`src/rtl/adc_capture_ctrl.sv`:
```
// Pre-trigger ring-buffer capture sequencer driving the write port of the display capture RAM.
// Define CAP_AUTO_EN to add a forced trigger after AUTO_TIMEOUT cycles in WAIT_TRIG.
module adc_capture_ctrl #(
  parameter int ADDR_W    = 10,
  parameter int DATA_W    = 8,
  parameter int PRE_DEPTH = 256,
  parameter int HOLDOFF   = 6000000
`ifdef CAP_AUTO_EN
  ,
  parameter int AUTO_TIMEOUT = 2000000
`endif
) (
  input  logic              clk,
  input  logic              rst,
  input  logic              cap_en,
  input  logic [DATA_W-1:0] ad_data,
  input  logic [DATA_W-1:0] trig_level,
  input  logic              trig_slope,
  input  logic              disp_done,
  output logic              wr_en,
  output logic [ADDR_W-1:0] wr_addr,
  output logic [DATA_W-1:0] wr_data,
  output logic [ADDR_W-1:0] start_addr,
  output logic              buf_ready,
  output logic              trig_seen,
  output logic [2:0]        cap_state
);

  localparam int DEPTH  = 1 << ADDR_W;
  localparam int HOLD_W = (HOLDOFF > 1) ? $clog2(HOLDOFF) : 1;

  localparam logic [2:0] S_IDLE = 3'd0;
  localparam logic [2:0] S_ARM  = 3'd1;
  localparam logic [2:0] S_WAIT = 3'd2;
  localparam logic [2:0] S_POST = 3'd3;
  localparam logic [2:0] S_DONE = 3'd4;
  localparam logic [2:0] S_HOLD = 3'd5;

  localparam logic [ADDR_W-1:0] PRE_LAST  = ADDR_W'(PRE_DEPTH - 1);
  localparam logic [ADDR_W-1:0] PRE_OFS   = ADDR_W'(PRE_DEPTH);
  localparam logic [ADDR_W-1:0] POST_LOAD = ADDR_W'(DEPTH - PRE_DEPTH - 1);
  localparam logic [ADDR_W-1:0] POST_LAST = ADDR_W'(1);
  localparam logic [HOLD_W-1:0] HOLD_LOAD = (HOLDOFF > 0) ? HOLD_W'(HOLDOFF - 1) : '0;

  logic [2:0]        state;
  logic [DATA_W-1:0] d0, d1;
  logic [ADDR_W-1:0] pre_cnt, post_cnt;
  logic [HOLD_W-1:0] hold_cnt;
  logic              edge_valid;
  logic              rise_hit, fall_hit, real_trig, forced, trig_fire;

  assign rise_hit  = (d1 < trig_level) && (d0 >= trig_level);
  assign fall_hit  = (d1 > trig_level) && (d0 <= trig_level);
  // edge_valid masks the first WAIT_TRIG cycle, where d1 may predate the capture run
  assign real_trig = (state == S_WAIT) && edge_valid && (trig_slope ? fall_hit : rise_hit);

`ifdef CAP_AUTO_EN
  localparam int TO_W = (AUTO_TIMEOUT > 0) ? $clog2(AUTO_TIMEOUT + 1) : 1;
  logic [TO_W-1:0] to_cnt;

  always_ff @(posedge clk or posedge rst) begin
    if (rst)
      to_cnt <= '0;
    else if (cap_en && (state == S_WAIT))
      to_cnt <= to_cnt + 1'b1;
    else
      to_cnt <= '0;
  end

  assign forced = (state == S_WAIT) && (to_cnt == TO_W'(AUTO_TIMEOUT));
`else
  assign forced = 1'b0;
`endif

  assign trig_fire = real_trig || forced;

  assign wr_en     = (state == S_ARM) || (state == S_WAIT) || (state == S_POST);
  assign wr_data   = d0;
  assign buf_ready = (state == S_DONE);
  assign cap_state = state;

  // NOTE: clocked state uses non-blocking (<=) so every register samples pre-edge values.
  always_ff @(posedge clk or posedge rst) begin
    if (rst) begin
      d0 <= '0;
      d1 <= '0;
    end else begin
      d0 <= ad_data;
      d1 <= d0;
    end
  end

  always_ff @(posedge clk or posedge rst) begin
    if (rst)
      wr_addr <= '0;
    else if (wr_en)
      wr_addr <= wr_addr + 1'b1;
  end

  always_ff @(posedge clk or posedge rst) begin
    if (rst) begin
      state      <= S_IDLE;
      pre_cnt    <= '0;
      post_cnt   <= '0;
      hold_cnt   <= '0;
      edge_valid <= 1'b0;
      start_addr <= '0;
      trig_seen  <= 1'b0;
    end else if (!cap_en) begin
      state <= S_IDLE;
    end else begin
      edge_valid <= (state == S_WAIT);
      case (state)
        S_IDLE: begin
          state   <= S_ARM;
          pre_cnt <= '0;
        end
        S_ARM: begin
          if (pre_cnt == PRE_LAST)
            state <= S_WAIT;
          else
            pre_cnt <= pre_cnt + 1'b1;
        end
        S_WAIT: begin
          if (trig_fire) begin
            start_addr <= wr_addr - PRE_OFS;
            trig_seen  <= real_trig;
            post_cnt   <= POST_LOAD;
            state      <= S_POST;
          end
        end
        S_POST: begin
          post_cnt <= post_cnt - 1'b1;
          if (post_cnt == POST_LAST)
            state <= S_DONE;
        end
        S_DONE: begin
          if (disp_done) begin
            hold_cnt <= HOLD_LOAD;
            state    <= S_HOLD;
          end
        end
        S_HOLD: begin
          if (hold_cnt == '0) begin
            state   <= S_ARM;
            pre_cnt <= '0;
          end else begin
            hold_cnt <= hold_cnt - 1'b1;
          end
        end
        default: state <= S_IDLE;
      endcase
    end
  end

endmodule

```
`config.mk`:
```
export PLATFORM = sky130hd
export DESIGN_NAME = adc_capture_ctrl
export DESIGN_NICKNAME = d
export VERILOG_FILES = /design/src/rtl/adc_capture_ctrl.sv
export SDC_FILE = /design/constraint.sdc
export NUM_CORES = 1
export LEC_CHECK = 0
export ABC_CLOCK_PERIOD_IN_PS = 2500
export CAP_MARGIN = 0
export CORE_ASPECT_RATIO = 0.75
export CORE_MARGIN = 2
export CORE_UTILIZATION = 45
export CTS_BUF_LIST = sky130_fd_sc_hd__clkbuf_2
export CTS_CLUSTER_DIAMETER = 80
export DETAILED_ROUTE_END_ITERATION = 7
export PLACE_DENSITY = 0.77
export SLEW_MARGIN = 20
export SYNTH_ARGS = -nofsm -noshare
export SYNTH_HDL_FRONTEND = slang
export SYNTH_SLANG_ARGS = --single-unit
```
`constraint.sdc`:
```
create_clock -name clk -period 2.5 [get_ports clk]
set_clock_uncertainty 0.2 [all_clocks]
set_input_delay 0.375 -clock clk [delete_from_list [all_inputs] [get_ports clk]]
set_output_delay 0.375 -clock clk [all_outputs]
set_load 0.005 [all_outputs]
```
After elaboration in Yosys (flattened, before gate mapping)
Index checks and enable logic that the tools add are counted.
- add/subtract/negate cells: 5
- $mul: 0
- divide/modulo/power cells: 0
- order comparisons: 4
- eq/ne operators: 17
- shift-type cells: 0
- muxes and demuxes: 16
- bitwise gates (word level): 0
- reductions and logical operators: 16
- operators by type and width (cell ; number):
    $mux W23 ; 2
    $pmux W23 S2 ; 1
    $mux W10 ; 3
    $pmux W10 S3 ; 1
    $logic_not A23 Y1 ; 1
    $sub A23 B1 Y23 const B ; 1
    $add A10 B1 Y10 const B ; 2
    $pmux W10 S2 ; 1
    $mux W3 ; 6
    $pmux W3 S6 ; 1
    $eq A10 B1 Y1 const B ; 1
    $eq A10 B8 Y1 const B ; 1
    $ne A2 B2 Y1 const B ; 5
    $sub A10 B1 Y10 const B ; 1
    $sub A10 B9 Y10 const B ; 1
    $ne A3 B3 Y1 const B ; 3
    $ge A8 B8 Y1 ; 1
    $gt A8 B8 Y1 ; 1
    $le A8 B8 Y1 ; 1
    $lt A8 B8 Y1 ; 1
    $reduce_and A4 Y1 ; 2
    $eq A3 B2 Y1 const B ; 2
    $eq A3 B3 Y1 const B ; 2
    $ne A3 B2 Y1 const B ; 2
    9 further kinds ; 15
- flip-flop bits (word level): 84
- bits in latches: 0
- bits in writable memories: 0
- memory bits (read-only): 0
- input port bits: 21
- output and inout port bits: 34
- word-level logic and storage cells: 68
- memories kept: 0

Longest topological paths before layout
Gate-level depths: netlist (run 1).
- word-level depth: 7
- mapped depth: 9
- depth with buffers taken out: 8

Worst setup path after synthesis (run 1)
OpenSTA, ideal clock, no wires.
- kind: register to register
- start point: register state[2], in the netlist cap_state[2]
- end point: register start_addr[0]
- library setup time: 125 ps
- arrival time: 2194 ps
- data required time: 2175 ps
- path slack: -20 ps
- stages on the path, launching flop included: 8
- buffers on the path: 1
- clock period less this slack: 2520 ps
- cell sequence: dfrtp_1 > or2_1 > or3_1 > a311o_1 > a211oi_2 > a22oi_1 > buf_6 > mux2_4
- word-level cells in the longest chain between the ends: 4
- RTL lines (element ; line ; text):
    start, declared ; 45 ; logic [2:0] state;
    start signal, assigned ; 102 ; state <= S_IDLE;
    start signal, assigned ; 110 ; state <= S_IDLE;
    start signal, assigned ; 115 ; state <= S_ARM;
    $eq A3 B2 Y1 (*) ; 55, 113 ;
    $logic_and A1 B1 Y1 (2 in a row) ; 55 ; assign real_trig = (state == S_WAIT) && edge_valid && (trig_slope ? fall_hit : rise_hit);
    $reduce_and A3 Y1 (no source line) (*) ; n/a ;
    end signal, assigned ; 126 ; start_addr <= wr_addr - PRE_OFS;
    end, declared ; 23 ; output logic [ADDR_W-1:0] start_addr,
Mark *: on every way between the ends. The rest lies on a longest branch, timed or not.
A chain may end at the register's enable or synchronous reset.

Worst setup path after layout (run 1)
- start point: register d0[2], in the netlist wr_data[2]
- end point: register start_addr[2]
- word-level cells in the longest chain between the ends: 5
- elaborated cells between the ends (all ways): 7
- those cells by class: order compare: 2; mux: 1; reduce/logical: 4
- RTL lines (element ; line ; text):
    start, declared ; 46 ; logic [DATA_W-1:0] d0, d1;
    start signal, assigned ; 88 ; d0 <= ad_data;
    $ge A8 B8 Y1 or $le A8 B8 Y1 (tied branches) ; 52, 53 ;
    $logic_and A1 B1 Y1, on equally long branches ; 52, 53 ;
    $mux W1 (*) ; 55 ;
    $logic_and A1 B1 Y1 (*) ; 55 ;
    $reduce_and A3 Y1 (no source line) (*) ; n/a ;
Marks and branches as above.

==> run summary, run 1 <==
The run gives 720 as the final-layout fill cell count. The detail route stage leaves a number of antenna-violating nets equal to 0. Global routing consumed, over all layers together, 20.2% of the routing resources. Family with the most delay on the worst path: compound AO/OA/AOI/OAI gates.

STA puts the critical path data arrival time at 2.77 ns. The number of nets handed over by synthesis was 474. Setup repair after global routing could not meet its margin everywhere. The congestion estimate from routability-driven global placement came to 0.838. At the pin with the least slew margin, the transition time is 0.498 ns.

The most critical setup path has its startpoint at wr_data[2]. After clock tree synthesis, the clock-pin slew on the worst setup and hold paths is 0.26 ns. The tightest min-delay check is of the input port to flop type. The run gives 0 as the initial antenna violation count.

The checks that failed: setup timing. The wire-length estimate of the detail-placed layout is 6990 um. The die covers 10400 um2. For the worst setup path, the data required time is 2.75 ns. Based on the critical path, the design can be clocked at up to 397 MHz. Across the VDD grid, the largest voltage drop is 0.614 mV. The number of enable flip-flop cells after synthesis was 0; the vertical die dimension was 88.7 um. The core box area was 9160 um2.

The tools report the worst flop-to-flop path endpoint as start_addr[2]. The final critical path takes up 101% of the cycle. After detailed routing, the total wire length is 10000 um. In the final routed layout, each cell accounts on average for 14.8 um. Each instance of the synthesized netlist takes up on average 9.97 um2. The run gives 0.00258 uW as the leakage power of the design. The worst setup path is captured at a flop. No sink is reached through more buffers than the 2 on the longest clock path.

The path length in cells of the critical path was 7. The highest-delay cell along the critical path is sky130_fd_sc_hd__dfrtp_1. In the routed design, unresolved DRC markers number 0.

The tree built by TritonCTS fans out to 84 sinks. The post-layout net count came out at 586. Excluding fillers, the count of instances in the completed layout stands at 677. The root buffer cell is sky130_fd_sc_hd__clkbuf_2. For the worst-skew pair, the clock arrives at the later sink with an insertion delay of 0.54 ns.

The utilization of the core after routing is 62.9%. Row generation in the floorplan step produced 30 rows. Max-cap violations in this run came to 0. In this design, the stage delay of the slowest critical-path cell is 0.51 ns.

The headroom to the max-slew limit is 66.8%, and the number of unique standard cell types used by synthesis is 54. After global routing the overflow that remains totals 0. The worst register-to-register path begins at wr_data[2].

The peak fanout along the critical path was 10; the gate count of the mapped netlist was 432. Number of global-route vias before repair: 3523. The number of cells on the worst reg-to-reg path is 7. Worst setup path category: flop to flop. The global-route wire length before repair was 16600 um.

In this run the worst setup path terminates at start_addr[2]. The max-slew violation count came out at 0. The critical path goes through ha_4 -> nand4_1 -> a311o_1 -> a211oi_2 -> a22oi_2 -> buf_12 -> mux2_4. Time the worst path needs with I/O delays and setup: 2.52 ns.

In the synthesized netlist the dominant register cell turns out to be sky130_fd_sc_hd__dfrtp_1. The post-route cell area was 5760 um2. The tools report the sum of internal, switching and leakage power as 4590 uW.

Including well taps, the total number of placed cells is 647. Post-synthesis sequential area ratio: 48.8%. The fraction of registers with async set or reset after synthesis was 100%.

The combined buffer and inverter count along the critical path was 1. In the routed layout, each cell is associated on average with a via count of 5.44. The share of post-route cells with drive strength above 1 is 20.4%, and the count of yosys warnings during synthesis is 0.

TritonCTS built the clock tree. In this run the number of H-tree levels came out at 3. The detailed-route via count was 3685; the count of port buffers added during placement was 54. The flow ran to the end, but the final reports show violations. The boundary pin count came out at 55. The placed instances occupy a cell area of 5330 um2.

The tools report the initial core utilization as 47.0%. The number of hold violations in the final report is 0, and the number of setup violations in the final report is 8. The maximum number of pins on one net before global-route repair was 85; the horizontal extent of the die was 117 um. After the first detailed-routing iteration, the DRC count stood at 182. Setup slack on the worst reg-to-reg path comes out at -0.02 ns.

The worst setup path is launched from a flop. 0 antenna diodes ended up in the layout. Post-layout worst setup margin: -0.0182 ns.

The run gives 5 as the detailed-router iteration count before antenna repair. Compared with the post-synthesis result, the final layout area differs by 33.9%. The clock buffer count from CTS was 9; the post-synthesis cell area was 4310 um2. Dividing total power by cell area gives a power density of 797 nW/um2. The count of state elements after synthesis is 84.
layout by cell type, fill, tap and decap left out, types with 3 or more instances in the layout:
master                            netlist  final
sky130_fd_sc_hd__xnor2_1               22     22
sky130_fd_sc_hd__nor4_1                 6      3
sky130_fd_sc_hd__nor2b_1                6      6
sky130_fd_sc_hd__o211ai_1               6      6
sky130_fd_sc_hd__buf_4                  0     53
sky130_fd_sc_hd__or4_4                  0      3
sky130_fd_sc_hd__ha_1                  21     18
sky130_fd_sc_hd__a211oi_1               5      5
sky130_fd_sc_hd__and3_1                 3      3
sky130_fd_sc_hd__clkbuf_2               0      9
sky130_fd_sc_hd__a31oi_1                3      3
sky130_fd_sc_hd__clkdlybuf4s50_1        0     53
sky130_fd_sc_hd__mux2_4                 8      8
sky130_fd_sc_hd__nor3_1                11     10
sky130_fd_sc_hd__dfrtp_1               84     83
sky130_fd_sc_hd__inv_1                 19     18
sky130_fd_sc_hd__nor4_2                 0      3
sky130_fd_sc_hd__nand2_1               40     40
sky130_fd_sc_hd__dlygate4sd3_1          0      4
sky130_fd_sc_hd__ha_4                   0      3
sky130_fd_sc_hd__o21ai_0               21     21
sky130_fd_sc_hd__or3_1                 10      7
sky130_fd_sc_hd__nand2b_1               7      7
sky130_fd_sc_hd__xor2_1                 8      8
sky130_fd_sc_hd__nand3_1               21     21
sky130_fd_sc_hd__or3_4                  0      3
sky130_fd_sc_hd__nor2_1                40     38
sky130_fd_sc_hd__a21oi_1               27     26
sky130_fd_sc_hd__nand4_1                8      8
synth_stat cells (all sizes together) (10+ instances only):
cell type,n,share of area [%]
a21oi,27,3.1
clkbuf,12,1.0
dfrtp,84,49
ha,21,6.1
inv,19,1.7
mux2,10,3.3
nand2,40,3.5
nand3,21,2.4
nor2,40,3.5
nor3,11,1.3
o21ai,22,2.6
or3,10,1.5
xnor2,22,4.5
registers in the layout, indices dropped and copies added, names as in the netlist, 3 cells and up:
| signal | count |
|---|---|
| hold_cnt | 23 |
| post_cnt | 10 |
| pre_cnt | 10 |
| start_addr | 10 |
| wr_addr | 10 |
| d1 | 8 |
| wr_data | 8 |
| cap_state | 3 |
metrics by stage:
stage,hold slack [ns],TNS (ns),worst slack [ns]
after floorplan,0.196,-0.00236,-0.000295
after global placement,0.192,-7.54,-0.463
after detailed placement,0.194,-8.61,-0.525
after CTS,0.00326,0,0.0110
after global routing,0.00802,-0.775,-0.101
final,0.0535,-0.0804,-0.0182
worst min-delay path by stage:
stage / cells after the start / slack, ns / end / startpoint
after global placement: 0 / 0.19 / d1[0] / wr_data[0]
after floorplan: 0 / 0.20 / d1[0] / wr_data[0]
after CTS: 1 / 0.003 / wr_data[0] / ad_data[0]
final: 1 / 0.05 / wr_data[4] / ad_data[4]
after global routing: 1 / 0.008 / wr_data[6] / ad_data[6]
after detailed placement: 0 / 0.19 / d1[0] / wr_data[0]
kinds of logic after synthesis:
kind of cell	Yosys count	share of synthesized area [%]
flops	84	48.8
mux	11	3.55
xor+xnor	30	6.10
buf+inv	32	2.96
simple gates	172	20.6
compound gates	82	11.9
fa+ha+maj	21	6.10
routing by layer:
layer,part of all wire (%),vias up,global-route usage (%)
met5,0,-,0
met4,1.3,0,6.10
met3,3.3,17,4.25
met2,48,79,31.3
met1,47,1825,28.7
li1,-,1764,-
timing repair:
action / CTS / global route
pin swaps: 5 / 2
endpoints found under the hold margin: 1 / 3
setup endpoints to repair: 13 / 25
buffers inserted: 4 / 6
gates resized for setup: 13 / 21
hold buffers: 1 / 3
worst reg2reg max path, cell delays in order, from the launching register on:
cell and delay, ns:
sky130_fd_sc_hd__dfrtp_1 0.51, sky130_fd_sc_hd__ha_4 0.30, sky130_fd_sc_hd__nand4_1 0.15, sky130_fd_sc_hd__a311o_1 0.38, sky130_fd_sc_hd__a211oi_2 0.29, sky130_fd_sc_hd__a22oi_2 0.15, sky130_fd_sc_hd__buf_12 0.17, sky130_fd_sc_hd__mux2_4 0.29
report_power, final:
part | switching (uW) | leakage (uW) | internal (uW)
registers | 273 | 0.00108 | 1620
clock network | 526 | 0.0000890 | 350
logic | 863 | 0.00141 | 966
total | 1660 | 0.00258 | 2930
layout make-up:
type / instances / area (um2) / share of cell area [%]
Sequential cell: 84 / 2100 / 36.5
Inverter: 19 / 75.1 / 1.30
Timing Repair Buffer: 114 / 1030 / 17.8
Clock buffer: 9 / 45.0 / 0.782
Tap cell: 128 / 160 / 2.78
Multi-Input combinational cell: 316 / 2240 / 38.9
Clock inverter: 7 / 106 / 1.85
No activity file was read; power rests on OpenSTA's default activity.
==> run 2: changes to the inputs <==
- GPL_ROUTABILITY_DRIVEN: unset -> 0
==> results of run 2 <==
The final DEF is identical to that of run 1; final timing and power are the same.
==> run 3: changes to the inputs <==
- ABC_AREA: unset -> 1
- ABC_CLOCK_PERIOD_IN_PS: 2500 -> 2550
- PLACE_DENSITY: 0.77 -> 0.74
- clock period: 2.5 -> 2.55 ns (I/O delays scaled with it)
==> run 3 against run 2 <==
  * The flow now finishes without violations
  * Synthesized area is 2.8% higher
  * Non-clock buffer count is 39 lower
  * Synthesized cell count is 22% higher
  * Utilization is 6.6 points lower
  * Worst hold slack worse by 0.036 ns
  * Setup slack better by 0.14 ns
  * Critical endpoint is now wr_en
==> run summary, run 3 <==
The run finished with clean final reports. TritonCTS built the clock tree. The max-slew violation count was 0; the cell depth of the worst flop-to-flop path was 11. Once the floorplan was initialized, standard cells occupied 46.0% of the core. The post-layout net count was 648; the detailed-router iteration count before antenna repair was 4. Across the VDD grid, the largest voltage drop is 0.343 mV. The total number of H-tree levels was 3; the post-synthesis sequential area ratio was 47.5%.

Global routing used 19.1% of the available tracks. The peak fanout along the critical path is 7, and the worst path arrival time is 1.84 ns. Core box area: 9620 um2.

The areal power density over the cells is 814 nW/um2, and the headroom to the max-slew limit is 69.5%. The critical path startpoint category is a flop. In the routed design, unresolved DRC markers number 0. The logs give 85 for the maximum number of pins on one net before global-route repair and 242 for the violation count after the first detailed-routing iteration. The number of nets in the synthesized netlist is 570.

Timing would allow up to 412 MHz. Number of unique standard cell types used by synthesis: 38. The path length in cells of the critical path came out at 3.

The family with the most delay on the worst path was buffers and inverters. The detail-routed net length per standard cell is 12.9 um, and the combined buffer and inverter count along the critical path is 2. In the layout the commonest cells are sky130_fd_sc_hd__nand2_1 (92), sky130_fd_sc_hd__dfrtp_1 (82), sky130_fd_sc_hd__inv_1 (72). Sum of internal, switching and leakage power: 4410 uW. The root buffer cell was sky130_fd_sc_hd__clkbuf_2.

The worst register-to-register path has a setup slack of 0.17 ns. The initial antenna violation count came out at 0. The internal power component was 2670 uW. hold_cnt holds more flip-flops than any other register. Setup repair after global routing could not meet its margin everywhere. For met3 alone, demand over resource in global routing was 4.51%.

Across all hold checks on the routed design, the worst slack comes to 0.0177 ns. The number of violations of the max-capacitance limit is 0. Layer with the highest usage: met2. The mapped netlist covers 4420 um2. In the post-synthesis netlist, the biggest area contributors are sky130_fd_sc_hd__dfrtp_1 (48%), sky130_fd_sc_hd__nand2_1 (7.8%), sky130_fd_sc_hd__inv_1 (6.2%), sky130_fd_sc_hd__ha_1 (5.9%), sky130_fd_sc_hd__nor2_1 (4.7%).

sky130_fd_sc_hd__dfrtp_1 takes more of the synthesized area than any other cell. The run gives 3623 as the number of global-route vias before repair. Setup violations remaining at the end of the flow were counted as 0.

In this run switching power makes up 39.6% of total power. The startpoint identified for the worst register-to-register timing path is cap_state[1]. For the clock sink total, the log shows 84. The worst setup path is captured at a primary output.

The tightest min-delay check is of the input port to async pin type. During placement, the flow inserted port buffers numbering 54. In this run, synthesis inferred 0 flip-flops with an integrated enable.

The commonest cells after synthesis are sky130_fd_sc_hd__nand2_1 (92), sky130_fd_sc_hd__dfrtp_1 (84), sky130_fd_sc_hd__inv_1 (73). Pin placement for this block handled 55 I/O pins. The floorplan has 31 rows. In this run the static leakage power is 0.00254 uW. The wire-length estimate of the detail-placed layout is 6910 um.

For the antenna diode count, the log shows 0. The analysis attributes to net switching a power of 1750 uW. The library cell used most frequently in the layout, excluding fill and tap cells, is sky130_fd_sc_hd__nand2_1.

The tools report the worst flop-to-flop path endpoint as hold_cnt[20]. In the post-synthesis netlist, the cell with the most instances is sky130_fd_sc_hd__nand2_1. The biggest cell delay along the critical path works out to 0.52 ns.

The run gives 2 as the number of buffers between clock root and the deepest sink. Once detail routing completed, the nets flagged for antenna violations numbered 0. Using the TritonRoute via totals, the vias-per-cell ratio works out to 5.00. The number of hold violations in the final report is 0. For the worst setup path, the data required time is 1.97 ns.

The clock-pin slew on the worst setup and hold paths came out at 0.25 ns. The tools report the start point of the critical path as cap_state[2]. The time the worst path needs with I/O delays and setup is 2.43 ns, and the post-detailed-routing wire length is 9560 um.

The area overhead of the layout relative to synthesis was 22.5%. The transition time of the tightest slew-check pin works out to 0.457 ns. Dividing the synthesized area by the synthesized cell count gives 8.38 um2. Sequential cells account for 45.5% of the total power. In the global route stage, met1 resource usage came out at 25.8%. The synthesized design contains 84 register bits.

The synthesized design devotes to its leading area cell type 47.5% of total area. Among all flip-flop cells after synthesis, the most frequent one is sky130_fd_sc_hd__dfrtp_1. For the global routing met2 resource utilization, the log shows 30.8%. The die is 118 um wide.

The clock network fraction of design power was 16.3%; the vertical die dimension was 89.9 um. The gate count of the mapped netlist is 528. Clock latency on the worst-skew pair, taken at its later pin, is 0.57 ns. The run gives 9 as the clock buffer count from CTS. The relative contribution of combinational cells to total power was 38.2%. The critical path is of the flop to primary output type. The number of flip-flops in the largest register was 23. The tools report the floorplan die area as 10600 um2. Walking the worst path, the cells encountered are buf_4 -> nor2_4 -> clkdlybuf4s50_1. Destination of the critical timing path: wr_en. The setup TNS is 0 ns, and the global-route wire length before repair is 16800 um.

Highest-delay cell along the critical path: sky130_fd_sc_hd__clkdlybuf4s50_1. For this run, the number of Yosys warnings is 0. Of the available clock period, the critical path in the final layout requires 95.1%. In the synthesized netlist the async set-or-reset flop fraction comes to 100%. Total overflow reported by the global router: 0. In the final layout, the share of cells above drive strength 1 is 11.0%. Across all layers, the routed design uses 3714 vias.
run 3: changes by cell type after synthesis, moves of 7 or more:
cell	delta
sky130_fd_sc_hd__clkbuf_1	-10
sky130_fd_sc_hd__inv_1	+54
sky130_fd_sc_hd__mux2_4	-8
sky130_fd_sc_hd__nand2_1	+52
sky130_fd_sc_hd__nand2b_1	-7
sky130_fd_sc_hd__nand3_1	+12
sky130_fd_sc_hd__nor2_1	+15
sky130_fd_sc_hd__nor3_1	+7
sky130_fd_sc_hd__o21ai_1	+12
sky130_fd_sc_hd__or3_1	-10
sky130_fd_sc_hd__xnor2_1	-19
run 3: worst min-delay path by stage:
stage          startpoint  endpoint  slack, ns
6_report              rst     d1[0]       0.02
3_3_place_gp   wr_data[0]     d1[0]       0.18
3_5_place_dp   wr_data[0]     d1[0]       0.19
4_1_cts               rst     d1[0]       0.04
2_1_floorplan  wr_data[0]     d1[0]       0.20
5_1_grt               rst     d1[1]       0.03
run 3: worst reg2reg max path, stage by stage, from the launching register on:
cell and delay [ns]:
sky130_fd_sc_hd__dfrtp_2 0.49, sky130_fd_sc_hd__buf_4 0.17, sky130_fd_sc_hd__inv_1 0.10, sky130_fd_sc_hd__nand2_1 0.08, sky130_fd_sc_hd__nor2_1 0.21, sky130_fd_sc_hd__nand2_1 0.18
sky130_fd_sc_hd__a21oi_2 0.30, sky130_fd_sc_hd__nand2_1 0.17, sky130_fd_sc_hd__nor2_2 0.19, sky130_fd_sc_hd__nand2_1 0.07, sky130_fd_sc_hd__nand2_1 0.06, sky130_fd_sc_hd__nand3_1 0.07
run 3: what timing repair did:
item                                   CTS  global route
setup endpoints to repair                2            10
resized for setup                        4             6
buffers inserted                         2             2
pin swaps                                0             1
hold buffers                             8             0
endpoints found under the hold margin    8             0
gates cloned                             0             0
run 3: final cells by class:
cell class,instances,area (um2)
fillers,891,4200
clock buffers,9,45.0
multi-input cells,358,2000
clock inverters,7,75.1
repair buffers,75,733
well taps,132,165
inverters,78,297
flip-flops and latches,84,2100
run 3: routing by layer:
layer	vias to the layer above	part of all wire, %	wire length, um
li1	1877	-	-
met1	1763	48	4550
met2	62	47	4490
met3	12	4.0	379
met4	0	1.4	136
met5	-	0	0
run 3: power groups by stage:
stage	logic, uW	clock network (uW)	registers [uW]
detailed placement	1600	0	2030
CTS	1670	745	2000
global placement	1530	0	2020
finish	1690	721	2010
floorplan	1060	0	1970
global route	1920	798	2060
run 3: cells by family after synthesis:
| family | count (synthesis) | share of synthesized area [%] |
|---|---|---|
| AO/OA/AOI/OAI | 85 | 10.5 |
| XOR/XNOR | 16 | 3.17 |
| adder cells (fa/ha/maj) | 21 | 5.94 |
| buffers and inverters | 86 | 7.86 |
| flip-flops | 84 | 47.5 |
| AND/OR/NAND/NOR | 236 | 25.0 |
run 3: per-stage QoR:
step | worst slack [ns] | cells | instance area [um2] | util (%)
after floorplan | 0.462 | 528 | 4430 | -
after global placement | -0.0869 | 715 | 5160 | 53.6
after detailed placement | -0.121 | 715 | 5160 | 53.6
after CTS | 0.00544 | 741 | 5390 | 56.0
after global routing | -0.00651 | 743 | 5420 | 56.3
final | 0.125 | 743 | 5420 | 56.3
